### config.mk
export PLATFORM = sky130hd
export DESIGN_NAME = ins_fetch_unit
export DESIGN_NICKNAME = d
export VERILOG_FILES = /design/src/rtl/cpu_pkg.sv /design/src/rtl/ins_word_fifo.sv /design/src/rtl/ins_fetch_unit.sv
export SDC_FILE = /design/constraint.sdc
export NUM_CORES = 1
export LEC_CHECK = 0
export CAP_MARGIN = 20
export CORE_MARGIN = 10
export CORE_UTILIZATION = 25
export DETAILED_ROUTE_END_ITERATION = 6
export PLACE_DENSITY = 0.55
export SLEW_MARGIN = 20
export SYNTH_ARGS = -nofsm -noshare
export SYNTH_HDL_FRONTEND = slang
export SYNTH_HIERARCHICAL = 1
export SYNTH_SLANG_ARGS = --single-unit
### constraint.sdc
create_clock -name clk -period 7.57 [get_ports clk]
set_input_delay 1.1355 -clock clk [delete_from_list [all_inputs] [get_ports clk]]
set_output_delay 1.1355 -clock clk [all_outputs]
set_load 0.1 [all_outputs]
### src/rtl/cpu_pkg.sv
`default_nettype none
// ============================================================================
//  Module   : cpu_pkg
//  Purpose  : Shared instruction-format constants and types for the CPU front end
//  Revision : 1.0  initial release
// ============================================================================
package cpu_pkg;

   localparam int PC_W       = 16;
   localparam int INS_LEN_HI = 15;
   localparam int INS_LEN_LO = 14;

   localparam logic [1:0] LEN_ONE_A = 2'b00;
   localparam logic [1:0] LEN_ONE_B = 2'b01;
   localparam logic [1:0] LEN_TWO   = 2'b10;
   localparam logic [1:0] LEN_ILL   = 2'b11;

   // One buffered ROM word together with the address it was fetched from
   typedef struct packed {
      logic [PC_W-1:0] word;
      logic [PC_W-1:0] addr;
   } fifo_entry_t;

   // Extract the instruction length field from an opcode word
   function automatic logic [1:0] ins_len(input logic [PC_W-1:0] word);
      return word[INS_LEN_HI:INS_LEN_LO];
   endfunction

endpackage
`default_nettype wire

### src/rtl/ins_word_fifo.sv
`default_nettype none
// ============================================================================
//  Module   : ins_word_fifo
//  Purpose  : Word/address FIFO with single push, 0/1/2 pop and sync clear;
//             exposes the head entry and the word behind it
//  Revision : 1.0  initial release
// ============================================================================
module ins_word_fifo
   import cpu_pkg::*;
#(
   parameter int DEPTH = 4
) (
   input  logic                     clk,
   input  logic                     rst,
   input  logic                     clear,
   input  logic                     push,
   input  fifo_entry_t              push_data,
   input  logic [1:0]               pop,
   output fifo_entry_t              head,
   output logic [PC_W-1:0]          next_word,
   output logic [$clog2(DEPTH):0]   count
);

   localparam int c_aw = $clog2(DEPTH);
   localparam int c_cw = c_aw + 1;
   localparam logic [c_aw-1:0] c_one = 1;

   fifo_entry_t       r_mem [DEPTH];
   logic [c_aw-1:0]   r_rd_ptr;
   logic [c_aw-1:0]   r_wr_ptr;
   logic [c_cw-1:0]   r_count;
   logic [c_aw-1:0]   w_rd_nxt;

   assign w_rd_nxt  = r_rd_ptr + c_one;
   assign head      = r_mem[r_rd_ptr];
   assign next_word = r_mem[w_rd_nxt].word;
   assign count     = r_count;

   // Storage write; contents need no reset because count qualifies every read
   always_ff @(posedge clk) begin
      if (push) begin
         r_mem[r_wr_ptr] <= push_data;
      end
   end

   // Pointer and occupancy update; clear and reset both empty the queue
   always_ff @(posedge clk) begin
      if (rst || clear) begin
         r_rd_ptr <= '0;
         r_wr_ptr <= '0;
         r_count  <= '0;
      end else begin
         if (push) begin
            r_wr_ptr <= r_wr_ptr + c_one;
         end
         r_rd_ptr <= r_rd_ptr + c_aw'(pop);
         r_count  <= r_count + c_cw'(push) - c_cw'(pop);
      end
   end

endmodule
`default_nettype wire

### src/rtl/ins_fetch_unit.sv
`default_nettype none
// ============================================================================
//  Module   : ins_fetch_unit
//  Purpose  : Instruction fetch front end: issues ROM reads with credit-based
//             flow control, buffers returned words and assembles 1/2-word
//             instructions for the decoder with a valid/ready handshake
//  Revision : 1.0  initial release
// ============================================================================
module ins_fetch_unit
   import cpu_pkg::*;
#(
   parameter int              DEPTH    = 4,
   parameter logic [PC_W-1:0] RESET_PC = 16'h0000
) (
   input  logic              clk,
   input  logic              rst,
   input  logic              en,
   output logic              rom_rd,
   output logic [PC_W-1:0]   rom_addr,
   input  logic [PC_W-1:0]   rom_data,
   input  logic              pc_load,
   input  logic [PC_W-1:0]   pc_target,
   output logic              ins_valid,
   input  logic              ins_ready,
   output logic [PC_W-1:0]   ins_word0,
   output logic [PC_W-1:0]   ins_word1,
   output logic              ins_two,
   output logic              ins_ill,
   output logic [PC_W-1:0]   ins_pc
);

   localparam int              c_cw    = $clog2(DEPTH) + 1;
   localparam logic [c_cw:0]   c_depth = (c_cw + 1)'(DEPTH);

   logic [PC_W-1:0]   r_fetch_pc;
   logic              r_pend;
   logic [PC_W-1:0]   r_pend_addr;

   logic              w_issue;
   logic              w_push;
   logic [1:0]        w_pop;
   logic [c_cw-1:0]   w_count;
   fifo_entry_t       w_head;
   fifo_entry_t       w_push_data;
   logic [PC_W-1:0]   w_next_word;
   logic [1:0]        w_len;

   // The in-flight response holds a credit so a full FIFO can never overflow;
   // same-cycle pops are deliberately not credited.
   assign w_issue  = en & ~pc_load & ~rst &
                     (({1'b0, w_count} + {{c_cw{1'b0}}, r_pend}) < c_depth);
   assign rom_rd   = w_issue;
   assign rom_addr = r_fetch_pc;

   // A redirect edge drops the pending flag and clears the FIFO, so a response
   // arriving in the redirect cycle is never written.
   assign w_push      = r_pend & ~pc_load;
   assign w_push_data = '{word: rom_data, addr: r_pend_addr};

   // Fetch PC, pending-response flag and the address of the pending response
   always_ff @(posedge clk) begin
      if (rst) begin
         r_fetch_pc  <= RESET_PC;
         r_pend      <= 1'b0;
         r_pend_addr <= '0;
      end else if (pc_load) begin
         r_fetch_pc  <= pc_target;
         r_pend      <= 1'b0;
      end else begin
         r_pend <= w_issue;
         if (w_issue) begin
            r_fetch_pc  <= r_fetch_pc + 16'd1;
            r_pend_addr <= r_fetch_pc;
         end
      end
   end

   ins_word_fifo #(
      .DEPTH     (DEPTH)
   ) u_fifo (
      .clk       (clk),
      .rst       (rst),
      .clear     (pc_load),
      .push      (w_push),
      .push_data (w_push_data),
      .pop       (w_pop),
      .head      (w_head),
      .next_word (w_next_word),
      .count     (w_count)
   );

   assign w_len = ins_len(w_head.word);

   // Head assembly: a two-word head waits until its second word is buffered
   always_comb begin
      ins_valid = 1'b0;
      ins_word0 = '0;
      ins_word1 = '0;
      ins_two   = 1'b0;
      ins_ill   = 1'b0;
      ins_pc    = '0;
      if (!pc_load) begin
         if (w_len == LEN_TWO) begin
            ins_valid = (w_count >= c_cw'(2));
         end else begin
            ins_valid = (w_count >= c_cw'(1));
         end
      end
      if (ins_valid) begin
         ins_word0 = w_head.word;
         ins_pc    = w_head.addr;
         ins_two   = (w_len == LEN_TWO);
         ins_ill   = (w_len == LEN_ILL);
         ins_word1 = (w_len == LEN_TWO) ? w_next_word : '0;
      end
   end

   // Accepted instruction consumes one or two FIFO words
   always_comb begin
      w_pop = 2'd0;
      if (ins_valid && ins_ready) begin
         w_pop = ins_two ? 2'd2 : 2'd1;
      end
   end

endmodule
`default_nettype wire

# Word-level counts from Yosys, hierarchy flattened
# Memories as Yosys holds them, arrays and structs flattened. A register that Yosys moved wholly into a read port is not among the register bits.
# Cells that the tools add are included.
# totals
register_bits	40
ram_bits	128
output_inout_bits	68
n_memories	1
# mem_list
memory	words	word_bits	rd	rd_ports_with_merged_regs	wr	line	source
u_fifo.r_mem	4	32	2	1	1	ins_word_fifo.sv:28	fifo_entry_t r_mem [DEPTH];
# op_classes
n_addsub	7
magnitude_cmp	3
n_eq_ne	2
muxes	15
bitwise_logic	6
reduce_logical	5
# op_table
operator	count
16-bit two-way mux	6
16-bit by 1-bit adder with 16-bit output (second input constant)	1
1-bit two-way mux	6
2-bit two-way mux	3
2-bit by 1-bit adder with 2-bit output (second input constant)	2
3-bit by 1-bit adder with 4-bit output	1
1-bit AND	4
2-bit == test (second input constant)	2
4-bit by 3-bit < comparator with 1-bit output (second input constant)	1
3-bit by 1-bit adder with 3-bit output	1
3-bit by 1-bit >= comparator with 1-bit output (second input constant)	1
3-bit by 2-bit >= comparator with 1-bit output (second input constant)	1
3-bit by 2-bit subtractor with 3-bit output	1
2-bit adder	1
1-bit inverter	2
2-bit AND reduction	1
2-bit nonzero test	1
2-bit OR reduction	1
1-bit logical AND	1
1-bit logical OR	1

# Longest topological paths before layout
# Gate-level depths: netlist (run 1).
# depth
depth_word	8
mapped_depth	13
depth_no_buf	11

# By module
# Netlist (run 1), hierarchy kept.
# by_module_without_submodules
module	instances	cells_each	area_each_um2
ins_word_fifo	1	224	5421.4
ins_fetch_unit	1	258	1950.6

# Worst setup path after synthesis (run 1)
# No wires, ideal clock.
# synth_timing
path_kind	register to output
start	register u_fifo.r_rd_ptr[0]
end	output port ins_word1[10]
arrival_time_ns	3.539
path_slack_ns	2.896
path_stages_with_launch	8
path_buffers	3
cell_sequence	dfxtp_1 buf_4 buf_4 mux4_2 nand2b_1 nor3_1 clkbuf_1 and2_1
# synth_between
elab_chain_len	4
# synth_lines
element	line	source
start, declared	ins_word_fifo.sv:29	logic [c_aw-1:0] r_rd_ptr;
start signal, assigned	ins_word_fifo.sv:56	r_rd_ptr <= r_rd_ptr + c_aw'(pop);
2-bit by 1-bit adder with 2-bit output	ins_word_fifo.sv:34	assign w_rd_nxt = r_rd_ptr + c_one;
memory 4 x 32 bit	--	
16-bit two-way mux	ins_fetch_unit.sv:114	ins_word1 = (w_len == LEN_TWO) ? w_next_word : '0;
16-bit two-way mux	ins_fetch_unit.sv:109	if (ins_valid) begin
end, declared	ins_fetch_unit.sv:26	output logic [PC_W-1:0] ins_word1,
# No other way between the ends.

# Worst setup path after layout (run 1)
# layout_timing
start	input port rst
end	output port rom_rd
# layout_between
elab_chain_len	3
# layout_lines
element	line	source
start, declared	ins_fetch_unit.sv:16	input logic rst,
1-bit inverter	ins_fetch_unit.sv:50	assign w_issue = en & ~pc_load & ~rst &
1-bit AND (2 in series)	ins_fetch_unit.sv:50	
end, declared	ins_fetch_unit.sv:18	output logic rom_rd,
# No other way between the ends.

==> key figures, run 1 <==
Status
  • Status: completed

Pwr
  • Static leakage: 2.85 nW
  • Switch share: 22.9%
  • Power per cell area: 206 mW/mm²
  • Max IR drop VDD: 0.111 mV
  • Clock power frac: 41.6%
  • Sequential share of power: 52.3%
  • Sw Pwr: 442 µW
  • Total internal power: 1.49 mW
  • Comb power frac: 6.1%
  • Tot Pwr: 1.93 mW

Setup path
  • Slowest CP cell: clkdlybuf4s50_1
  • CP cell instances: clkdlybuf4s50_1 -> buf_4 -> nor4b_4 -> nand2_1 -> inv_1 -> buf_4 -> clkdlybuf4s50_1
  • CP Buf/Inv Count: 5
  • Kind of critical path: input port to primary output
  • CP peak stage delay: 1.19 ns
  • CP endpoint kind: primary output
  • Crit path max fanout: 39
  • Setup crit start kind: input port
  • Critical Path RT: 6.43 ns
  • Top delay family on crit path: buffers and inverters
  • Crit path DAT: 4.42 ns

CTS
  • Clock root buffer: clkbuf_16
  • CTS hold repair buffers: 0
  • Clock tree sinks: 168
  • CTS clock-pin slew for the worst setup and hold paths: 0.06 ns
  • Depth of the CTS H-tree: 4
  • CTS Buffer Depth: 2
  • Total CTS buffers: 17
  • Latest clock arrival within the worst-skew pair: 0.42 ns
  • PostCTS Resize Cnt: 0
  • Setup Buffers After CTS: 0
  • Clock tree from TritonCTS: done

Cells and area
  • Fillcell total: 2,875
  • Ant. Diodes: 0
  • Final Core Density: 32.4%
  • Share of cells above drive strength 1: 16.8%
  • Multi-input logic area: 0.00255 mm²
  • Area delta synth->final: 27.1%
  • # nets final: 631
  • Sequential cell area: 0.00465 mm²
  • Finished Layout Cells: 981

Routing
  • Top layer in use: met5
  • Routed Wire Length: 17,000 µm
  • Avg WL per Cell: 17.4 µm
  • Metal2 WL: 7710 µm
  • Via-to-Cell Ratio: 4.41
  • Detail Route Antenna Nets: 0
  • Via count: 4,325
  • DRC violations left: 0
  • Starting DRT DRC Count: 284
  • Initial DRT Pass Iterations: 4
  • DRT met1 WL: 7910 µm
  • Met3 WL: 1290 µm

Synth
  • Mean area per synthesized cell: 15.3 µm²
  • #FFs+latches synth: 168
  • Cell area after synthesis: 0.00737 mm²
  • Synth top area cells: edfxtp_1 (52%), mux4_2 (15%), dfxtp_1 (11%)
  • Seq/Total Area, Yosys: 63.0%
  • Ys flop type: edfxtp_1
  • Synth top area share: 52.1%
  • Synth cell count leaders: edfxtp_1 (128), and2_1 (58), mux4_2 (48)
  • Number of synthesized flops with an enable pin: 128
  • Synthesis Warnings: 6
  • Gate Count Post-Synth: 482
  • Post-synth cell types: 48
  • Post-synthesis async set-or-reset flop share: 0%
  • Mapped Nets: 529
  • Count leader, synth: edfxtp_1
  • Synth area leader: edfxtp_1

STA
  • Max Freq: 180 MHz
  • Clock Skew: 0.0138 ns
  • Final min period: 5.55 ns
  • Max-slew headroom: 33.2%
  • Final Hold Viols: 0
  • Worst-margin pin slew: 0.999 ns
  • Setup WS post-layout: 2.02 ns
  • Final-report max-slew violation count: 0
  • Period Utilization, post-route: 73.3%
  • RSZ-0062 raised after global routing: no
  • Setup_tns: 0 ns
  • # setup viols final: 0

Global route
  • Global-route wire length before repair: 26,400 µm
  • Global Route Usage Sum: 9.41%
  • Largest net degree at the start of global routing: 40
  • Initial antenna violation count: 1
  • Number of global-route vias before repair: 4,472
  • Total gr overflow: 0

Placement
  • Pre-CTS setup slack: 2.01 ns
  • DP HPWL: 11,300 µm
  • Port Buf Inserts: 104
  • Gpl congestion: 0.759
  • Placed Cells: 949

Run
  • Max-cap violation count: 0

Floorplanning
  • Die area: 0.0368 mm²
  • Initial core utilization: 25.5%
  • Io pins: 105
  • Core box area: 0.0289 mm²
  • Rows: 62
  • Die width: 192 µm
  • Die height: 192 µm

Worst hold path
  • Hold Path Class: flop to flop
-- final cells by class --
| class | instances | share of cell area, % |
|---|---|---|
| Clock inverter | 14 | 1.34 |
| Clock buffer | 18 | 4.58 |
| Tap cell | 384 | 5.13 |
| Inverter | 13 | 0.521 |
| Sequential cell | 168 | 49.6 |
| Multi-Input combinational cell | 274 | 27.2 |
| Timing Repair Buffer | 110 | 11.6 |
-- kinds of logic (layout without fill, tap and decap cells) --
kind of cell	after synthesis	after routing	synth area share, %
mux	51	51	15.1
xor+xnor	4	4	0.866
simple gates	156	156	12.2
flops	168	168	63.0
buf+inv	40	155	2.65
compound gates	53	53	4.45
fa+ha+maj	10	10	1.80
-- registers in the layout, summed over array words and instances, names as in the netlist --
register         cells
u_fifo/r_mem       128
r_pend_addr         16
rom_addr            16
u_fifo/count         3
u_fifo/r_rd_ptr      2
u_fifo/r_wr_ptr      2
r_pend               1
-- stage by stage --
stage / hold WS (ns) / cell area (µm²)
after floorplan: 0.460 / 7370
after CTS: 0.500 / 9360
after detailed placement: 0.491 / 8810
final: 0.494 / 9370
after global routing: 0.535 / 9370
after global placement: 0.492 / 8810
-- power by group through the flow --
stage               logic (mW)  clock network (mW)  registers, mW
CTS                      0.118               0.829           1.01
finish                   0.117               0.804           1.01
global route             0.124               0.874           1.01
floorplan               0.0390                   0           1.06
detailed placement       0.118                   0           1.03
global placement         0.118                   0           1.03
-- worst register-to-register path: stages, from the launching register on --
cell      delay (ns)
dfxtp_2         0.78
buf_4           0.50
mux4_2          0.43
nand2b_1        0.22
nand2_1         0.10
a21oi_2         0.13
buf_4           0.32
and3_1          0.26
ha_1            0.14
inv_1           0.04
ha_1            0.18
fa_1            0.36
xor3_1          0.19
nor3_1          0.12
-- per-layer routing --
layer,track usage (%),vias to the layer above
li1,-,2065
met1,12.3,2100
met2,14.4,144
met3,3.14,14
met4,3.06,2
met5,0,-
-- worst paths after layout --
path | start | endpoint | slack (ns) | depth (start not counted)
min reg2reg | r_pend_addr[1]$_SDFFE_PP0P_ | r_pend_addr[1]$_SDFFE_PP0P_ | 0.49 | 2
max | rst | rom_rd | 2.02 | 7
max reg2reg | u_fifo/r_rd_ptr[0]$_SDFF_PP0_ | u_fifo/count[2]$_SDFF_PP0_ | 3.74 | 13
min | r_pend_addr[1]$_SDFFE_PP0P_ | r_pend_addr[1]$_SDFFE_PP0P_ | 0.49 | 2
-- layout by cell type, fill, tap and decap left out, types with 4 or more instances in the layout --
cell	instances
ha_1	9
and3_1	6
clkbuf_16	17
buf_4	6
nand2_1	47
dfxtp_1	38
a31oi_1	12
edfxtp_1	128
nor3_1	5
mux4_2	48
nand3_1	11
a21oi_1	22
and2_1	54
a22oi_1	4
o211ai_1	4
nor2_1	6
clkdlybuf4s50_1	104
and2_2	4
inv_1	12
Note: power is estimated with default switching activity, not from simulation.
==> inputs of run 2 (changes only) <==
--- a/config.mk
+++ b/config.mk
@@ -9,7 +9,7 @@
 export CORE_MARGIN = 10
 export CORE_UTILIZATION = 25
 export DETAILED_ROUTE_END_ITERATION = 6
-export PLACE_DENSITY = 0.55
+export PLACE_DENSITY = 0.56
 export SLEW_MARGIN = 20
 export SYNTH_ARGS = -nofsm -noshare
 export SYNTH_HDL_FRONTEND = slang
==> constraint.sdc (replaced) <==
create_clock -name clk -period 4.95 [get_ports clk]
set_input_delay 0.7425 -clock clk [delete_from_list [all_inputs] [get_ports clk]]
set_output_delay 0.7425 -clock clk [all_outputs]
set_load 0.1 [all_outputs]
==> run 2 against run 1 <==
Compared with the run above:
- non-clock buffer count up 3
- hold slack better by 0.0092 ns
- count of clock-buffer cells in the layout up 4
- sequential cell count unchanged
- die area unchanged
- sequential share of layout area up 0.37 points
- design area down 0.68%
- critical path type is now flop to primary output
- critical endpoint is now ins_ill
- largest power group unchanged
==> key figures, run 2 (synthesis results as in run 1) <==
Status
  • Status: completed (unchanged)

STA
  • Max-slew headroom: 32.4% (was 33.2%)
  • # setup viols final: 0 (unchanged)
  • Max Freq: 255 MHz
  • Clock Skew: 0.00688 ns (was 0.0138 ns)
  • Final Hold Viols: 0 (unchanged)
  • Final-report max-slew violation count: 0 (unchanged)
  • Period Utilization, post-route: 79.4%
  • Setup_tns: 0 ns (unchanged)
  • Final min period: 3.93 ns
  • RSZ-0062 raised after global routing: no (unchanged)
  • Worst-margin pin slew: 1.01 ns (was 0.999 ns)
  • Setup WS post-layout: 1.02 ns (was 2.02 ns)

CTS
  • Setup Buffers After CTS: 0 (unchanged)
  • Total CTS buffers: 17 (unchanged)
  • CTS Buffer Depth: 2 (unchanged)
  • Latest clock arrival within the worst-skew pair: 0.42 ns (about the same)
  • Clock tree sinks: 168 (unchanged)
  • CTS hold repair buffers: 0 (unchanged)
  • PostCTS Resize Cnt: 0 (unchanged)
  • Clock tree from TritonCTS: done (unchanged)
  • CTS clock-pin slew for the worst setup and hold paths: 0.06 ns (about the same)
  • Depth of the CTS H-tree: 4 (unchanged)
  • Clock root buffer: clkbuf_16 (unchanged)

Routing
  • Avg WL per Cell: 17.5 µm (was 17.4 µm)
  • Starting DRT DRC Count: 241 (was 284)
  • Initial DRT Pass Iterations: 4 (unchanged)
  • Via-to-Cell Ratio: 4.46 (was 4.41)
  • Detail Route Antenna Nets: 0 (unchanged)
  • DRC violations left: 0 (unchanged)
  • Routed Wire Length: 17,200 µm (was 17,000 µm)
  • Via count: 4,390 (was 4,325)

Placement
  • DP HPWL: 11,600 µm (was 11,300 µm)
  • Gpl congestion: 0.746 (was 0.759)
  • Pre-CTS setup slack: 1.41 ns (was 2.01 ns)
  • Post-placement cell area: 0.00872 mm² (was 0.00881 mm²)
  • Placed Cells: 952 (was 949)
  • Port Buf Inserts: 104 (unchanged)

Cells and area
  • Ant. Diodes: 0 (unchanged)
  • Share of cells above drive strength 1: 25.5% (was 16.8%)
  • Finished Layout Cells: 984 (was 981)
  • Commonest cells after routing, fill and taps aside: edfxtp_1 (128), buf_4 (60), and2_1 (54) (was edfxtp_1 (128), clkdlybuf4s50_1 (104), and2_1 (54))
  • Commonest non-fill, non-tap cell in the layout: edfxtp_1 (unchanged)
  • Design area: 0.00931 mm² (was 0.00937 mm²)
  • Max reg flops: 128 (unchanged)
  • Area delta synth->final: 26.2% (was 27.1%)
  • Final Core Density: 32.2% (was 32.4%)
  • Fillcell total: 2,846 (was 2,875)
  • Top reg by flops: u_fifo/r_mem (unchanged)
  • # nets final: 634 (was 631)

Floorplanning
  • Die width: 192 µm (unchanged)
  • Initial core utilization: 25.5% (unchanged)
  • Die height: 192 µm (unchanged)
  • Die area: 0.0368 mm² (unchanged)
  • Rows: 62 (unchanged)
  • Io pins: 105 (unchanged)
  • Core box area: 0.0289 mm² (unchanged)

Setup path
  • Slowest CP cell: mux4_2 (was clkdlybuf4s50_1)
  • CP cell instances: mux4_2 -> nand2b_1 -> nand2_1 -> a21oi_2 -> buf_4 -> and3_1 -> buf_4 (was clkdlybuf4s50_1 -> buf_4 -> nor4b_4 -> nand2_1 -> inv_1 -> buf_4 -> clkdlybuf4s50_1)
  • Crit path from: u_fifo/r_rd_ptr[1]$_SDFF_PP0_ (was rst)
  • Crit path max fanout: 19 (was 39)
  • Critical Path RT: 4.21 ns (was 6.43 ns)
  • Reg2Reg Launch Point: u_fifo/r_rd_ptr[0]$_SDFF_PP0_ (unchanged)
  • Kind of critical path: flop to primary output (was input port to primary output)
  • CP peak stage delay: 0.59 ns (was 1.19 ns)
  • Crit path DAT: 3.19 ns (was 4.42 ns)
  • RR Endpoint: u_fifo/count[2]$_SDFF_PP0_ (unchanged)
  • Reg2reg setup slack: 1.49 ns (was 3.74 ns)
  • CP endpoint kind: primary output (unchanged)
  • Worst r2r path cells: 11 (was 13)
  • Most common cell on crit path: buf_4
  • Setup crit start kind: flop (was input port)

Worst hold path
  • Hold_sp: r_pend_addr[1]$_SDFFE_PP0P_ (unchanged)
  • Hold path depth: 2 (unchanged)
  • Worst Hold End: r_pend_addr[1]$_SDFFE_PP0P_ (unchanged)
  • Hold Path Class: flop to flop (unchanged)

Global route
  • Total gr overflow: 0 (unchanged)
  • Global Route Usage Sum: 9.49% (was 9.41%)
  • Number of global-route vias before repair: 4,525 (was 4,472)
  • Initial antenna violation count: 0 (was 1)
  • Global-route wire length before repair: 26,700 µm (was 26,400 µm)
  • Largest net degree at the start of global routing: 40 (unchanged)

Run
  • Max-cap violation count: 0 (unchanged)

Pwr
  • Power per cell area: 327 mW/mm² (was 206 mW/mm²)
  • Max IR drop VDD: 0.167 mV (was 0.111 mV)
  • Static leakage: 3.00 nW (was 2.85 nW)
[run 2: how the worst max path moves through the flow]
| stage | to | slack (ns) | depth (start not counted) |
|---|---|---|---|
| detailed placement | ins_ill | 1.41 | 7 |
| floorplan | ins_word1[10] | 0.67 | 7 |
| global placement | ins_ill | 1.49 | 7 |
| global route | ins_ill | 0.78 | 8 |
| finish | ins_ill | 1.02 | 7 |
| CTS | ins_ill | 0.95 | 7 |
[run 2: metal layers]
metal / share of wire, % / vias to the layer above / routed length [µm] / track usage, %
met4: 0.85 / 0 / 146 / 2.61
met1: 45 / 2172 / 7780 / 12.2
met5: 0 / - / 0 / 0
met3: 7.4 / 10 / 1270 / 3.32
li1: - / 2076 / - / -
met2: 47 / 132 / 8030 / 14.9
[run 2: critical path, delay by kind of cell, from the launching register on]
family | cells | cell delay (ns)
compound gates | 1 | 0.55
buf+inv | 2 | 0.61
flops | 1 | 0.52
mux | 1 | 0.59
simple gates | 3 | 0.48
[run 2: layout make-up]
type                            count  area (µm²)  share of cell area [%]
Sequential cell                   168        4650                    50.0
Tap cell                          384         480                    5.16
Clock buffer                       22         444                    4.77
Timing Repair Buffer              113         991                    10.6
Inverter                           13        48.8                   0.524
Clock inverter                     10         145                    1.56
Multi-Input combinational cell    274        2550                    27.4
[run 2: stage by stage]
stage | total power, mW | hold WS (ns)
floorplan | 1.68 | 0.460
global placement | 1.76 | 0.482
detailed placement | 1.76 | 0.496
CTS | 3.09 | 0.504
global route | 3.16 | 0.531
finish | 3.05 | 0.503
[run 2: where the power goes]
part           switching (mW)  leakage [nW]  internal, mW
registers              0.0219          1.44          1.52
logic                   0.119          1.29        0.0614
clock network           0.524         0.279         0.798
